==> config.mk <==
export PLATFORM = sky130hd
export DESIGN_NAME = wshb_arbiter
export DESIGN_NICKNAME = d
export VERILOG_FILES = /design/src/rtl/wshb_arb_pkg.sv /design/src/rtl/wshb_arbiter.sv
export SDC_FILE = /design/constraint.sdc
export NUM_CORES = 1
export LEC_CHECK = 0
export ABC_AREA = 1
export BUFFER_PORTS_ARGS = -buffer_cell sky130_fd_sc_hd__buf_2
export CORE_AREA = 5 5 121 123
export DETAILED_ROUTE_END_ITERATION = 10
export DIE_AREA = 0 0 126 128
export PLACE_DENSITY_LB_ADDON = 0.15
export SLEW_MARGIN = 40
export SYNTH_ARGS = -nofsm -noshare
export SYNTH_HDL_FRONTEND = slang
export SYNTH_SLANG_ARGS = --single-unit
==> constraint.sdc <==
create_clock -name clk -period 3.2 [get_ports clk]
set_input_delay 0.16 -clock clk [delete_from_list [all_inputs] [get_ports clk]]
set_output_delay 0.16 -clock clk [all_outputs]
set_load 0.01 [all_outputs]
==> src/rtl/wshb_arb_pkg.sv <==
// Shared types and constants for the two-master Wishbone SDRAM arbiter.
package wshb_arb_pkg;

    // Arbiter ownership state; GNT0 = VGA reader, GNT1 = pattern/frame writer.
    typedef enum logic [1:0] {
        IDLE = 2'd0,
        GNT0 = 2'd1,
        GNT1 = 2'd2
    } arb_state_t;

    // The SDRAM slave only ever sees classic single transfers.
    localparam logic [2:0] CTI_CLASSIC = 3'b000;
    localparam logic [1:0] BTE_LINEAR  = 2'b00;

endpackage

==> src/rtl/wshb_arbiter.sv <==
// Two-master Wishbone arbiter in front of the SDRAM controller.
// M0 is the VGA frame reader, M1 the pattern/frame writer. Ownership is held
// for a whole Wishbone cycle (cyc) and handed over round-robin; a burst cap
// forces a hand-over after MAX_BURST acks when the other master is waiting.
//
// Handshake: a transfer completes on a clock edge where the granted master's
// stb is high and s_ack is high. The arbiter adds no storage on the data path,
// so while a master owns the port its request reaches the slave and the ack
// comes back in the same cycle. A non-granted master sees no ack and simply
// holds its request until it is granted.
module wshb_arbiter
    import wshb_arb_pkg::*;
#(
    parameter int MAX_BURST = 64,
    parameter int CNT_W     = 8
) (
    input  logic        clk,
    input  logic        rst,
    input  logic        m0_cyc,
    input  logic        m0_stb,
    input  logic        m0_we,
    input  logic [31:0] m0_adr,
    input  logic [31:0] m0_dat_ms,
    input  logic [3:0]  m0_sel,
    output logic        m0_ack,
    output logic [31:0] m0_dat_sm,
    input  logic        m1_cyc,
    input  logic        m1_stb,
    input  logic        m1_we,
    input  logic [31:0] m1_adr,
    input  logic [31:0] m1_dat_ms,
    input  logic [3:0]  m1_sel,
    output logic        m1_ack,
    output logic [31:0] m1_dat_sm,
    output logic        s_cyc,
    output logic        s_stb,
    output logic        s_we,
    output logic [31:0] s_adr,
    output logic [31:0] s_dat_ms,
    output logic [3:0]  s_sel,
    output logic [2:0]  s_cti,
    output logic [1:0]  s_bte,
    input  logic        s_ack,
    input  logic [31:0] s_dat_sm,
    output logic [1:0]  grant
);

    // Ack count at which the owner must yield if the other master is waiting.
    localparam logic [CNT_W-1:0] CNT_LAST = CNT_W'(MAX_BURST - 1);

    arb_state_t       state;
    arb_state_t       state_nxt;
    logic             rr_ptr;      // 0: M0 wins a tie, 1: M1 wins a tie
    logic             rr_nxt;
    logic [CNT_W-1:0] ack_cnt;

    // State and round-robin pointer registers.
    always_ff @(posedge clk or posedge rst) begin
        if (rst) begin
            state  <= IDLE;
            rr_ptr <= 1'b0;
        end else begin
            state  <= state_nxt;
            rr_ptr <= rr_nxt;
        end
    end

    // Ack counter: restarts on every ownership change, saturates at the cap so
    // a lone master can run forever and still yields on the next ack once the
    // other master shows up.
    always_ff @(posedge clk or posedge rst) begin
        if (rst) begin
            ack_cnt <= '0;
        end else if (state_nxt != state) begin
            ack_cnt <= '0;
        end else if (state != IDLE && s_ack && ack_cnt != CNT_LAST) begin
            ack_cnt <= ack_cnt + 1'b1;
        end
    end

    // Next-state decision: end of cycle hands over, cap preempts only on an ack.
    always_comb begin
        state_nxt = state;
        rr_nxt    = rr_ptr;
        case (state)
            IDLE: begin
                if (m0_cyc && m1_cyc) begin
                    state_nxt = rr_ptr ? GNT1 : GNT0;
                end else if (m0_cyc) begin
                    state_nxt = GNT0;
                end else if (m1_cyc) begin
                    state_nxt = GNT1;
                end
            end
            GNT0: begin
                if (!m0_cyc) begin
                    state_nxt = m1_cyc ? GNT1 : IDLE;
                    rr_nxt    = 1'b1;
                end else if (s_ack && ack_cnt == CNT_LAST && m1_cyc) begin
                    state_nxt = GNT1;
                    rr_nxt    = 1'b1;
                end
            end
            GNT1: begin
                if (!m1_cyc) begin
                    state_nxt = m0_cyc ? GNT0 : IDLE;
                    rr_nxt    = 1'b0;
                end else if (s_ack && ack_cnt == CNT_LAST && m0_cyc) begin
                    state_nxt = GNT0;
                    rr_nxt    = 1'b0;
                end
            end
            default: begin
                state_nxt = IDLE;
            end
        endcase
    end

    // Output mux driven only by the registered owner, so a master that just
    // lost the grant is never forwarded in the hand-over cycle.
    always_comb begin
        grant    = 2'b00;
        s_cyc    = 1'b0;
        s_stb    = 1'b0;
        s_we     = 1'b0;
        s_adr    = '0;
        s_dat_ms = '0;
        s_sel    = '0;
        case (state)
            GNT0: begin
                grant    = 2'b01;
                s_cyc    = m0_cyc;
                s_stb    = m0_stb;
                s_we     = m0_we;
                s_adr    = m0_adr;
                s_dat_ms = m0_dat_ms;
                s_sel    = m0_sel;
            end
            GNT1: begin
                grant    = 2'b10;
                s_cyc    = m1_cyc;
                s_stb    = m1_stb;
                s_we     = m1_we;
                s_adr    = m1_adr;
                s_dat_ms = m1_dat_ms;
                s_sel    = m1_sel;
            end
            default: begin
            end
        endcase
    end

    // Acks only reach the owner; a stray ack while idle goes nowhere.
    assign m0_ack    = s_ack & grant[0];
    assign m1_ack    = s_ack & grant[1];
    assign m0_dat_sm = s_dat_sm;
    assign m1_dat_sm = s_dat_sm;
    assign s_cti     = CTI_CLASSIC;
    assign s_bte     = BTE_LINEAR;

endmodule

==> results of run 1 <==
cells by family after synthesis:
| kind of cell | synth area share, % |
|---|---|
| AO/OA/AOI/OAI | 16.9 |
| XOR/XNOR | 2.63 |
| adder cells (fa/ha/maj) | 2.68 |
| buffers and inverters | 29.2 |
| flip-flops | 11.8 |
| multiplexers | 0.483 |
| other | 0.161 |
| AND/OR/NAND/NOR | 36.1 |
metrics by stage:
stage / worst slack [ns] / area (µm²)
final: 0.733 / 3200
after global routing: 0.524 / 3200
after CTS: 0.692 / 3200
after detailed placement: 0.952 / 3120
after global placement: 0.977 / 3120
after floorplan: 1.39 / 2350
where the power goes:
part / switching (µW) / internal (µW) / total, µW
clock: 65.5 / 168 / 233
sequential: 30.3 / 165 / 195
combinational: 1170 / 590 / 1750
total: 1260 / 922 / 2180
area by class of cell:
type	instances	area share (%)
Timing Repair Buffer	225	36.1
Sequential cell	11	8.59
Tap cell	180	7.03
Clock buffer	4	2.46
Multi-Input combinational cell	290	43.6
Inverter	19	2.23
cells in the final DEF, fill, tap and decap left out, drive strengths merged, types with 3 or more instances in the layout:
master  count
nor2       16
o21ai       4
nand4       3
buf       224
conb        5
nand2     166
ha          5
nand3       7
clkbuf      4
dfrtp      11
inv        18
a21oi      72
xor2        6
metal layers:
| metal | global-route usage (%) | vias to the layer above | part of all wire [%] |
|---|---|---|---|
| met5 | 0 | - | 0 |
| li1 | - | 1491 | - |
| met1 | 12.4 | 1277 | 35 |
| met3 | 3.58 | 8 | 7.8 |
| met4 | 1.96 | 0 | 0.99 |
| met2 | 23.5 | 136 | 56 |
worst reg2reg max path: stages (launching register included):
cell and delay (ns):
dfrtp_1 0.45, inv_1 0.13, ha_2 0.70, nand2_1 0.15, inv_1 0.13, nand3_2 0.09
nand3_2 0.09, nand2_1 0.07, nand2_1 0.07, nand2_2 0.06, nand2_4 0.15, nor2_2 0.05
sequential cells by signal, indices dropped and copies added, names as in the netlist:
name / count
state: 2
rr_ptr: 1
ack_cnt: 8
path summary, 6_finish.rpt:
kind | start | slack (ns) | end
worst max-delay path | state[0] | 0.73 | s_adr[14]
worst min-delay path | s_dat_sm[15] | 0.32 | m0_dat_sm[15]
worst max register to register | state[1] | 0.95 | ack_cnt[4]
worst min register to register | rr_ptr | 0.50 | rr_ptr
max in group asynchronous | rst | 2.41 | rr_ptr
min in group asynchronous | rst | 0.48 | ack_cnt[6]
what timing repair did:
item / CTS / global route
hold endpoints to repair: 11 / 0
hold buffers: 1 / 0
setup endpoints to repair: 0 / 0
resized for setup: 0 / 0
==> impl_metrics.tcl, run 1 <==
set metrics [dict create \
    max_stage_delay_ns 0.52 \
    holdPathStages 0 \
    synth-seq-area-share_pct 11.8 \
    rsz0062_at_grt "false" \
    drt_pass1_iterations 4 \
    hold_viol 0 \
    start_util_pct 17.2 \
    fmax_ghz 0.405 \
    slew-limit-headroom_pct 48.8 \
    synthCells 409 \
    finalSetupTns_ns 0 \
    seq_area_um2 275 \
    die_area_um2 16100 \
    global_route.overflow_total 0 \
    synth_edf_count 0 \
    finalNonFillerCells 729 \
    cp_cell_sequence "inv_1 -> ha_1 -> inv_2 -> buf_4 -> a21oi_1 -> buf_2" \
    setup_violations 0 \
    power_uw 2180 \
    h-tree-depth 1 \
    fin_skew_ns 0.00481 \
    path_depth 6 \
    cp.buffers_inverters 4 \
    grt_use_total_pct 11.8 \
    avgSynthCellArea_um2 5.71 \
    ys_async_sr_fraction_pct 100 \
    fill_cells 1626 \
    wirelength_um 10300 \
    reg2regPathDepth 11 \
    nets 732 \
    holdWs_ns 0.320 \
    rows 43 \
    cts.sinks 11 \
    hpwl_um 8660 \
    routabilityCongestion 0.787 \
    path_clk_slew_ns 0.05 \
    layout_min_cycle_time_ns 2.47 \
    yosysWarnings 0 \
    grt_max_degree 41 \
    fin_crit_sh_pct 77.1 \
    finalMaxSlewViolations 0 \
    syn_area_um2 2330 \
    dieWidth_um 126 \
    crit_family "buffers and inverters" \
    worst_slew_pin_slew_ns 0.768 \
    cp.required_ns 3.04 \
    yosysTopAreaCell "nand2_1" \
    maxCapViolCount 0 \
    crit_path_start_kind "flop" \
    root_buffer "clkbuf_16" \
    multi_input_area_um2 1400 \
    synth.cells.most_frequent "nand2_1, a21oi_1, buf_4, clkbuf_1, inv_1" \
    io_pins 321 \
    worstSetupEndpointType "output port" \
    ant_nets 0 \
    ys_seq_elements 11 \
    vias 2912 \
    diodes 0 \
    post-route-util_pct 23.6 \
    cp_max_fo 38 \
    cts_tree "yes" \
    synth_cell_type_count 30 \
    grt_antenna_before_repair 0 \
    design.core.area_um2 13600 \
    critPathKind "reg -> out" \
    p_leak_uw 0.00171 \
    drive_above_1_share_pct 46.6 \
    power_density_nw_per_um2 681 \
    slowest_stage "inv_2" \
    peakVddDrop_mv 0.369 \
    status "finished clean" \
    synth.area.top_cells "nand2_1, buf_4, a21oi_1" \
    dp.cells 724 \
    cts_buffers 3 \
    grt_pass1_vias 2989 \
    drtIter0Drc 73 \
    grt_pass1_wl_um 15600 \
    clockBufferDepth 2 \
    yosysMostFrequentCell "nand2_1" \
    vias_per_cell 3.99 \
    clkLatencyLatePin_ns 0.24 \
    wl_per_cell_um 14.1 \
    min_path_type "in -> out" \
    synthFlopType "dfrtp_1" \
    portBuffers 219 \
    drc 0 \
    area_growth_pct 37.3 \
    cts_setup_buffers 0 \
    yosysTopAreaCellShare_pct 25.7 \
    critical_path_arrival_ns 2.31 \
    dieHeight_um 128 \
]
(Power assumes the default switching activity.)
==> inputs of run 2 (changes only) <==
clock period = 2.3 ns   (was 3.2 ns; I/O delays follow)
==> run 2 against run 1 <==
  * Sequential share of layout area about the same
  * Utilization up 0.092 points
  * Via count down 0.38%
  * Die area unchanged
  * Register-to-register slack worse by 0.45 ns
  * Wire length up 0.89%
  * Critical endpoint is now s_dat_ms[7]
  * Clock power up 39%
==> impl_metrics.tcl, run 2 (synthesized netlist as in run 1, its figures left out) <==
set metrics [dict create \
    hold_viol 0 \
    cts_tree "yes" \
    finalSetupTns_ns 0 \
    layout_min_cycle_time_ns 2.00 \
    diodes 0 \
    cts.sinks 11 \
    vias_per_cell 3.98 \
    h-tree-depth 1 \
    portBuffers 219 \
    root_buffer "clkbuf_16" \
    grt_max_degree 72 \
    worstSetupEndpointType "output port" \
    peakVddDrop_mv 0.531 \
    cts_repair_resize_count 0 \
    routabilityCongestion 0.840 \
    place_ws_ns 0.469 \
    postLayoutSetupSlackWorst_ns 0.301 \
    final_common_cell "buf_2" \
    drive_above_1_share_pct 46.6 \
    max_stage_delay_ns 0.44 \
    reg2regPathDepth 9 \
    cts_setup_buffers 0 \
    design.core.area_um2 13600 \
    cp.required_ns 2.18 \
    grt_use_total_pct 11.7 \
    cts_buffers 3 \
    top_regs "ack_cnt: 8 flops, state: 2 flops, rr_ptr: 1 flops" \
    maxCapViolCount 0 \
    hpwl_um 8680 \
    rows 43 \
    post-route-util_pct 23.7 \
    dieHeight_um 128 \
    fin_crit_sh_pct 86.9 \
    drc 0 \
    finalMaxSlewViolations 0 \
    setup_violations 0 \
    power_uw 3050 \
    cts_hold_buf 1 \
    area_growth_pct 37.9 \
    critical_path_arrival_ns 1.88 \
    power_density_nw_per_um2 947 \
    global_route.overflow_total 0 \
    clkLatencyLatePin_ns 0.24 \
    rsz0062_at_grt "false" \
    crit_path_start_kind "flop" \
    nets 732 \
    drt_pass1_iterations 4 \
    wirelength_um 10400 \
    seq_area_um2 275 \
    drtIter0Drc 60 \
    status "finished clean" \
    grt_pass1_wl_um 15400 \
    multi_input_area_um2 1400 \
    slowest_stage "dfrtp_1" \
    dieWidth_um 126 \
    start_util_pct 17.2 \
    ant_nets 0 \
    io_pins 321 \
    min_path_type "in -> out" \
    cp_cell_sequence "inv_1 -> ha_2 -> buf_4 -> nand2_1 -> a21oi_1 -> buf_2" \
    largest_reg_flops 8 \
    die_area_um2 16100 \
    fin_skew_ns 0.00103 \
    cp_max_fo 34 \
    grt_pass1_vias 2847 \
    wl_per_cell_um 14.3 \
    p_leak_uw 0.00171 \
    regMostFlops "ack_cnt" \
    critPathKind "reg -> out" \
    final_cell_mix "buf_2, nand2_1, a21oi_1, inv_1, dfrtp_1" \
    vias 2901 \
    fill_cells 1576 \
    path_clk_slew_ns 0.04 \
    fmax_ghz 0.500 \
    holdPathStages 0 \
    grt_antenna_before_repair 0 \
    clockBufferDepth 2 \
]
[run 2: cell counts in the layout (fill, tap and decap cells not counted)]
Identical to the previous run, type by type.
[run 2: worst paths after layout]
path / slack [ns] / from / to
max reg2reg: 0.50 / state[0] / ack_cnt[6]
min reg2reg: 0.51 / rr_ptr / rr_ptr
max: 0.30 / state[0] / s_dat_ms[7]
max in group asynchronous: 1.54 / rst / ack_cnt[4]
min: 0.23 / s_dat_sm[15] / m0_dat_sm[15]
min in group asynchronous: 0.43 / rst / state[1]
[run 2: where the power goes]
group | total [µW] | leakage (µW) | internal (µW) | switching [µW]
Combinational | 2450 | 0.00152 | 846 | 1610
Sequential | 271 | 0.000148 | 229 | 42.0
Clock | 323 | 0.0000382 | 233 | 89.7
[run 2: layout make-up]
class | instances | share of cell area (%)
clock buffers | 4 | 2.45
well taps | 180 | 7.00
multi-input cells | 290 | 43.4
inverters | 19 | 2.22
repair buffers | 225 | 36.3
flip-flops and latches | 11 | 8.56
[run 2: metrics by stage]
step	hold slack [ns]	instance area, µm²	instances
3_3_place_gp	0.164	3130	724
2_1_floorplan	-0.0326	2350	413
4_1_cts	0.230	3220	729
3_5_place_dp	0.161	3130	724
6_report	0.230	3220	729
5_1_grt	0.230	3220	729
[run 2: per-layer routing]
metal / global-route usage [%] / share of wire [%]
met3: 3.42 / 7.5
met4: 2.59 / 1.7
met1: 12.3 / 34
met2: 22.9 / 57
met5: 0 / 0
[run 2: critical path: cells and delay by family (launching register included)]
family | cells | cell delay, ns
buf+inv | 3 | 0.67
simple gates | 1 | 0.10
compound gates | 1 | 0.14
flops | 1 | 0.44
fa+ha+maj | 1 | 0.26
==> inputs of run 3 (changes only) <==
BUFFER_PORTS_ARGS = -buffer_cell sky130_fd_sc_hd__buf_4   (was -buffer_cell sky130_fd_sc_hd__buf_2)
==> run 3 against run 2 <==
  * Sequential power is essentially flat
  * Fmax shrank 7.1%
  * Clock power is essentially flat
  * Register-to-register slack is essentially flat
  * Cell count grew 0.27%
  * Die area is the same
  * Largest cell class is now buffers
  * Largest power group unchanged
==> impl_metrics.tcl, run 3 (synthesized netlist as in run 1, its figures left out) <==
set metrics [dict create \
    finalSetupTns_ns 0 \
    dieWidth_um 126 \
    fin_area_um2 3750 \
    cts_hold_buf 1 \
    cts_repair_resize_count 0 \
    io_pins 321 \
    cp.required_ns 2.18 \
    setup_violations 0 \
    peakVddDrop_mv 0.521 \
    fill_cells 1595 \
    drive_above_1_share_pct 46.8 \
    portBuffers 219 \
    drc 0 \
    maxCapViolCount 0 \
    holdWs_ns 0.230 \
    area_growth_pct 60.9 \
    worstSetupEndpointType "output port" \
    grt_pass1_wl_um 16400 \
    grt_use_total_pct 12.5 \
    cts_setup_buffers 0 \
    layout_min_cycle_time_ns 2.15 \
    seq_area_um2 275 \
    grt_antenna_before_repair 0 \
    hold_viol 0 \
    fin_skew_ns 0.00243 \
    endpoint "s_dat_ms[15]" \
    wirelength_um 11100 \
    r2r_end "ack_cnt[6]" \
    cp_max_fo 41 \
    vias_per_cell 4.06 \
    crit_start "state[1]" \
    top_regs "ack_cnt: 8 flops, state: 2 flops, rr_ptr: 1 flops" \
    power_density_nw_per_um2 896 \
    die_area_um2 16100 \
    crit_path_start_kind "flop" \
    drt_pass1_iterations 4 \
    cts.sinks 11 \
    r2r_slack_ns 0.51 \
    rsz0062_at_grt "false" \
    multi_input_area_um2 1400 \
    largest_reg_flops 8 \
    critical_path_arrival_ns 2.04 \
    wl_per_cell_um 15.1 \
    start_util_pct 17.2 \
    grt_pass1_vias 3043 \
    drtIter0Drc 78 \
    finalMaxSlewViolations 0 \
    cts_tree "yes" \
    h-tree-depth 1 \
    path_clk_slew_ns 0.04 \
    cts_buffers 3 \
    root_buffer "clkbuf_16" \
    global_route.overflow_total 0 \
    rows 43 \
    dieHeight_um 128 \
    r2r-start "state[1]" \
    routabilityCongestion 0.876 \
    final_cell_mix "buf_4, nand2_1, a21oi_1, inv_1, dfrtp_1" \
    p_leak_uw 0.00184 \
    fmax_ghz 0.465 \
    ant_nets 0 \
    fin_crit_sh_pct 93.6 \
    final_common_cell "buf_4" \
    min_path_type "in -> out" \
    vias 2965 \
    dpl-instance-area_um2 3670 \
    clockBufferDepth 2 \
    reg2regPathDepth 9 \
    clkLatencyLatePin_ns 0.24 \
    grt_max_degree 42 \
    nets 734 \
    regMostFlops "ack_cnt" \
    critPathKind "reg -> out" \
    hpwl_um 9230 \
    diodes 0 \
    design.core.area_um2 13600 \
    status "finished clean" \
]
-- run 3: worst max-delay path, stage by stage (launching register included) --
cell and delay (ns):
dfrtp_1 0.46, inv_1 0.14, ha_2 0.21, buf_4 0.39, nand2_1 0.10, a21oi_1 0.27
buf_4 0.18
-- run 3: cell type report --
class | instances | share of cell area [%]
Sequential cell | 11 | 7.33
Timing Repair Buffer | 227 | 45.5
Clock buffer | 4 | 2.10
Tap cell | 180 | 6.00
Multi-Input combinational cell | 290 | 37.2
Inverter | 19 | 1.90
-- run 3: stage by stage --
| step | std cells | setup slack (ns) | total power [µW] | util (%) |
|---|---|---|---|---|
| after CTS | 731 | 0.187 | 3440 | 27.7 |
| after global placement | 726 | 0.495 | 3100 | 27.0 |
| after global routing | 731 | 0.0863 | 3690 | 27.7 |
| final | 731 | 0.148 | 3370 | 27.7 |
| after floorplan | 413 | 0.539 | 1910 | - |
| after detailed placement | 726 | 0.464 | 3090 | 27.0 |
-- run 3: report_power, final --
part,switching (µW),internal [µW]
Clock,89.1,233
Sequential,41.6,229
Combinational,1660,1110
-- run 3: metal layers --
layer	track usage, %	vias up	part of all wire (%)
met1	12.8	1335	34
met4	2.90	0	2.1
met5	0	-	0
met2	24.6	125	56
li1	-	1491	-
met3	4.17	14	7.4
-- run 3: how the worst min path moves through the flow --
stage / startpoint / endpoint / slack, ns / cells after the start
after floorplan: rst / ack_cnt[0] / -0.03 / 1
after global placement: rst / ack_cnt[7] / 0.16 / 2
after detailed placement: rst / ack_cnt[6] / 0.17 / 2
after CTS: s_dat_sm[27] / m0_dat_sm[27] / 0.23 / 0
after global routing: s_dat_sm[15] / m1_dat_sm[15] / 0.23 / 0
final: s_dat_sm[15] / m0_dat_sm[15] / 0.23 / 0
